## src/rtl/rom_read_arbiter.sv

```systemverilog
`default_nettype none
// ============================================================================
// Module  : rom_read_arbiter
// Brief   : Round-robin two-port burst reader for a combinational 256x8 ROM.
// Rev     : 1.0 - initial release
// ============================================================================
module rom_read_arbiter #(
  parameter int ADDR_W = 8,
  parameter int DATA_W = 8,
  parameter int LEN_W  = 4
) (
  input  logic              clk,
  input  logic              rst_n,
  input  logic              req0_valid,
  input  logic [ADDR_W-1:0] req0_addr,
  input  logic [LEN_W-1:0]  req0_len,
  output logic              req0_ready,
  output logic              rsp0_valid,
  output logic [DATA_W-1:0] rsp0_data,
  output logic              rsp0_last,
  input  logic              req1_valid,
  input  logic [ADDR_W-1:0] req1_addr,
  input  logic [LEN_W-1:0]  req1_len,
  output logic              req1_ready,
  output logic              rsp1_valid,
  output logic [DATA_W-1:0] rsp1_data,
  output logic              rsp1_last,
  output logic [ADDR_W-1:0] rom_addr,
  output logic              rom_read_en,
  output logic              rom_ce,
  input  logic [DATA_W-1:0] rom_data,
  output logic              busy
);

  typedef enum logic [0:0] {
    S_IDLE = 1'b0,
    S_READ = 1'b1
  } state_t;

  state_t            r_state;
  state_t            w_state_nxt;
  logic [ADDR_W-1:0] r_addr;
  logic [LEN_W-1:0]  r_cnt;
  logic              r_gnt;
  logic              r_ptr;
  logic              w_sel;
  logic              w_accept;

  // Pointer only matters on contention; a lone requester is always served.
  assign w_sel    = (req0_valid && req1_valid) ? r_ptr : req1_valid;
  assign rom_addr = r_addr;

  always_ff @(posedge clk or negedge rst_n) begin
    if (!rst_n) r_state <= S_IDLE;
    else        r_state <= w_state_nxt;
  end

  always_comb begin
    w_state_nxt = r_state;
    req0_ready  = 1'b0;
    req1_ready  = 1'b0;
    rom_ce      = 1'b0;
    rom_read_en = 1'b0;
    busy        = 1'b0;
    w_accept    = 1'b0;
    case (r_state)
      S_IDLE: begin
        req0_ready = req0_valid && !w_sel;
        req1_ready = req1_valid && w_sel;
        w_accept   = req0_ready || req1_ready;
        if (w_accept) w_state_nxt = S_READ;
      end
      S_READ: begin
        rom_ce      = 1'b1;
        rom_read_en = 1'b1;
        busy        = 1'b1;
        if (r_cnt == '0) w_state_nxt = S_IDLE;
      end
      default: w_state_nxt = S_IDLE;
    endcase
  end

  always_ff @(posedge clk or negedge rst_n) begin
    if (!rst_n) begin
      r_addr     <= '0;
      r_cnt      <= '0;
      r_gnt      <= 1'b0;
      r_ptr      <= 1'b0;
      rsp0_valid <= 1'b0;
      rsp0_data  <= '0;
      rsp0_last  <= 1'b0;
      rsp1_valid <= 1'b0;
      rsp1_data  <= '0;
      rsp1_last  <= 1'b0;
    end else begin
      rsp0_valid <= 1'b0;
      rsp0_last  <= 1'b0;
      rsp1_valid <= 1'b0;
      rsp1_last  <= 1'b0;
      if (w_accept) begin
        r_addr <= w_sel ? req1_addr : req0_addr;
        r_cnt  <= w_sel ? req1_len  : req0_len;
        r_gnt  <= w_sel;
        r_ptr  <= ~w_sel;
      end else if (r_state == S_READ) begin
        if (r_gnt) begin
          rsp1_valid <= 1'b1;
          rsp1_data  <= rom_data;
          rsp1_last  <= (r_cnt == '0);
        end else begin
          rsp0_valid <= 1'b1;
          rsp0_data  <= rom_data;
          rsp0_last  <= (r_cnt == '0);
        end
        // Address freezes on the final beat so it holds in IDLE.
        if (r_cnt != '0) begin
          r_addr <= r_addr + ADDR_W'(1);
          r_cnt  <= r_cnt - LEN_W'(1);
        end
      end
    end
  end

endmodule
`default_nettype wire

```

## config.mk

```make
export PLATFORM = sky130hd
export DESIGN_NAME = rom_read_arbiter
export DESIGN_NICKNAME = d
export VERILOG_FILES = /design/src/rtl/rom_read_arbiter.sv
export SDC_FILE = /design/constraint.sdc
export NUM_CORES = 1
export LEC_CHECK = 0
export ABC_AREA = 1
export CAP_MARGIN = 20
export CELL_PAD_IN_SITES_DETAIL_PLACEMENT = 1
export CELL_PAD_IN_SITES_GLOBAL_PLACEMENT = 1
export CORE_MARGIN = 1
export CORE_UTILIZATION = 33
export DETAILED_ROUTE_END_ITERATION = 16
export PLACE_DENSITY_LB_ADDON = 0.15
export RECOVER_POWER = 50
export SYNTH_ARGS = -nofsm -noshare
export SYNTH_HDL_FRONTEND = slang
export SYNTH_SLANG_ARGS = --single-unit
```

## constraint.sdc

```tcl
create_clock -name clk -period 3.8 [get_ports clk]
set_input_delay 0.38 -clock clk [delete_from_list [all_inputs] [get_ports clk]]
set_output_delay 0.38 -clock clk [all_outputs]
set_load 0.05 [all_outputs]
```

## Yosys cells after proc, flatten, opt, wreduce, memory -nomap -nowiden

Cells that the tools add are included.

- Register bits after elaboration: 35
- Input port bits: 36
- Output and inout port bits: 33
- Word-level logic and storage cells: 57

- Add/sub/neg operators: 2
- Muxes and demuxes: 28
- Bitwise operators: 4
- Reductions and logical operators: 12

Operators by type and width:

| operator | number |
|---|---|
| $mux 8 | 4 |
| $mux 1 | 19 |
| $mux 4 | 4 |
| $add 8x1->8 const B | 1 |
| $reduce_and 3->1 | 2 |
| $logic_not 4->1 | 1 |
| $not 1->1 | 4 |
| $reduce_bool 2->1 | 2 |
| $reduce_bool 4->1 | 1 |
| $sub 4x1->4 const B | 1 |
| $logic_and 1x1->1 | 3 |
| $pmux 1 s2 | 1 |
| $reduce_and 2->1 | 1 |
| $logic_not 1->1 | 1 |
| $logic_or 1x1->1 | 1 |

## Depth between registers and ports, before layout

- Depth in word-level cells: 8
- Mapped depth: 9
- Gate-level depth less buffers: 9

## Worst setup path after synthesis

No wires, ideal clock.

- Kind: reg2out
- Start point: register r_state
- End point: output req1_ready
- Arrival time: 1347 ps
- Required time: 3420 ps
- Setup slack: 2073 ps
- Stages on the path, launching flop included: 3
- Cell sequence: dfrtp_1 > buf_4 > nor2_2

- Longest elaborated chain between the ends: 1

Ends and longest elaborated chain:

| element | RTL line | text |
|---|---|---|
| start: declaration | 40 | `state_t r_state;` |
| start signal: assignment | 55 | `else r_state <= w_state_nxt;` |
| $mux 1 | 66 | `case (r_state)` |
| end: declaration | 24 | `output logic req1_ready,` |

Every way passes these cells.

## Final worst setup path

- Start point: input req1_valid
- End point: output req0_ready

- Longest elaborated chain between the ends: 5

Ends and longest elaborated chain:

| element | RTL line | text |
|---|---|---|
| start: declaration | 21 | `input logic req1_valid,` |
| $logic_and 1x1->1 | 50 | `assign w_sel = (req0_valid && req1_valid) ? r_ptr : req1_valid;` |
| $mux 1 * | 50 |  |
| $logic_not 1->1 * | 68 | `req0_ready = req0_valid && !w_sel;` |
| $logic_and 1x1->1 * | 68 |  |
| $mux 1 * | 66 |  |
| end: declaration | 17 | `output logic req0_ready,` |

Mark *: on every way between the ends. The rest lies on a longest branch, timed or not.

==> run summary <==
Peak VDD IR - 0.4868 mV
Worst Hold Class - flop to flop
register area share after synthesis - 47.01%
Post-synth ARST share - 100.0%
CTS root buffer - clkbuf_8
Synth Register Bits - 35
vias per std cell - 4.650
Synth Cell Area - 1863 µm²
HPWL after DPL - 3896 µm
fin area - 2663 µm²
status - finished, violations left
CTS resizes - 0
WL final - 5043 µm
setup TNS - 0 ns
WL/cell - 13.17 µm
syn_area_per_cell - 7.635 µm²
antenna violations before repair - 0
Clk Latency, worst-skew pair - 0.29 ns
die extent in x - 77.14 µm
Util after Layout - 50.52%
starting density of the core - 35.35%
Port Buffers - 68
switching power - 1.396 mW
n_diodes - 0
Final Non-Filler Cells - 383
pwr dens - 986.5 nW/µm²
Area Growth Syn to Fin - 42.91%
P_leak - 1.289 nW
Arr. time, crit path - 2.40 ns
endpoints failing setup - 0
Clock Tree Buf Depth - 2
CP bufs+invs - 2
Sw Ratio - 53.14%
Synthesized Nets - 283
worst-path cell chain - dlygate4sd3_1, o21ai_4, nor2_4, clkdlybuf4s50_1
Row Count - 26
final period utilization - 73.05%
ys flop type - dfrtp_1
ANT nets after route - 0
critical path peak fanout - 14
Reg power frac - 27.1%
Logic pwr share - 61.5%
Slew Viols, Final - 36
Synth Instances - 244
internal power - 1.231 mW
core area - 5270 µm²
overall power - 2.627 mW
First DRT Iteration DRCs - 59
Nets - 351
number of global-route vias before repair - 1,792
Req. time, crit path - 3.42 ns
Final Hold Fails - 0
smallest hold slack - 0.4913 ns
# fillers - 666
clock sink count - 35
RSZ-0062 raised after global routing - false
Total Routing Usage GR - 18.72%
clock buffer count from CTS - 5
TritonCTS clock tree - done
Max-slew headroom - -28.56%
gpl congestion - 0.7694
kind of critical path - input port to output port
Crit-path slowest cell - clkdlybuf4s50_1
Slew @ Worst Pin - 1.928 ns
max_cap viols - 1
startpoint types - input port
io pins - 69
share of cells above drive strength 1 - 6.390%
clock share of power - 11.4%
Distinct cells, synth - 22
CP Capture Type - output port
drt pass-1 iters - 4
failing checks - capacitance limit, slew limit
top cells by area, synth - dfrtp_1, nand2_1, nand3_1
total number of H-tree levels - 2
Worst Skew - 0.004883 ns
DP Area - 2567 µm²
Cells after DPL - 375
DR vias - 1,781
Post-synth EDFFs - 0
fmax - 360.2 MHz
final setup margin - 1.024 ns
first-pass GRT wire length - 8680 µm
hold-fix buffers at CTS - 0
Crit path largest cell delay - 0.83 ns
Setup Fix Bufs, Post-CTS - 0
clock-pin slew on the worst setup and hold paths - 0.08 ns
overflow left after global routing - 0
top-area cell type share of the netlist area - 47.01%
largest net degree at the start of global routing - 36
Top delay family on crit path - buffers and inverters
Die Area - 5950 µm²
drt drc - 0
pre-CTS setup slack - 1.084 ns
largest area contributor in the netlist - dfrtp_1
fin crit period - 2.776 ns
synthesis warning total - 0
die height - 77.14 µm
-- Yosys cell counts, drive strengths merged, types with 3 or more instances --
master / instances
inv: 27
o21ai: 22
nor2: 25
a21oi: 3
ha: 3
nand3: 23
nand2: 93
o21bai: 3
buf: 7
dfrtp: 35
-- path summary, 6_finish.rpt --
kind,endpoint,slack [ns],startpoint,depth (start not counted)
max,req0_ready,1.02,req1_valid,4
min,rsp1_data[0],0.49,rsp1_data[0],2
max reg2reg,rom_addr[7],2.07,r_state,6
min reg2reg,rsp1_data[0],0.49,rsp1_data[0],2
max in group asynchronous,r_cnt[1],1.54,rst_n,2
min in group asynchronous,rsp1_data[0],1.15,rst_n,2
-- kinds of logic (layout without fill, tap and decap cells) --
group | count (synthesis) | after routing | share of synthesized area (%)
xor+xnor | 1 | 1 | 0.4702
fa+ha+maj | 3 | 3 | 2.015
flops | 35 | 35 | 47.01
buf+inv | 35 | 104 | 9.268
simple gates | 142 | 142 | 32.30
compound gates | 28 | 28 | 8.932
-- layout make-up --
| class | instances | area [µm²] | area share [%] |
|---|---|---|---|
| inverter | 27 | 101.3 | 3.806 |
| clock buffer | 6 | 82.58 | 3.102 |
| multi-input combinational | 174 | 814.5 | 30.59 |
| clock inverter | 2 | 16.27 | 0.6109 |
| tap | 70 | 87.58 | 3.289 |
| timing repair buffer | 69 | 684.4 | 25.70 |
| sequential | 35 | 875.8 | 32.89 |
-- power groups by stage --
stage,sequential [mW],clock [mW],combinational (mW)
after floorplan,1.19,0,0.688
final,0.711,0.300,1.62
after CTS,0.715,0.310,1.65
after global placement,0.713,0,1.61
after detailed placement,0.722,0,1.64
after global routing,0.742,0.325,1.76
-- layout by cell type, fill, tap and decap left out, drive strengths merged --
cell type and instances:
nand2 93, clkdlybuf4s50 66, dfrtp 35, inv 27
nor2 25, nand3 23, o21ai 22, clkbuf 7
o21bai 3, ha 3, a21oi 3, dlygate4sd3 2
xor2 1, or2 1, clkinvlp 1, clkinv 1
-- routing by layer --
layer / global-route usage (%) / vias to the layer above / share of wire, %
met4: 5.094 / 0 / 1.1
met5: 0 / - / 0
met2: 31.77 / 38 / 50
li1: - / 897 / -
met3: 3.929 / 6 / 3.5
met1: 23.93 / 840 / 45
-- sequential cells by signal (all words and copies together), names as in the netlist, 4 cells and up --
name and count:
r_cnt 4, rom_addr 8, rsp0_data 8, rsp1_data 8
-- worst register-to-register path, stage by stage (launching register included) --
cell,delay [ns]
dfrtp_1,0.61
inv_1,0.17
o21ai_4,0.22
nand2_4,0.21
inv_2,0.25
nor2_1,0.09
a21oi_1,0.12
Note: power is estimated with default switching activity, not from simulation.
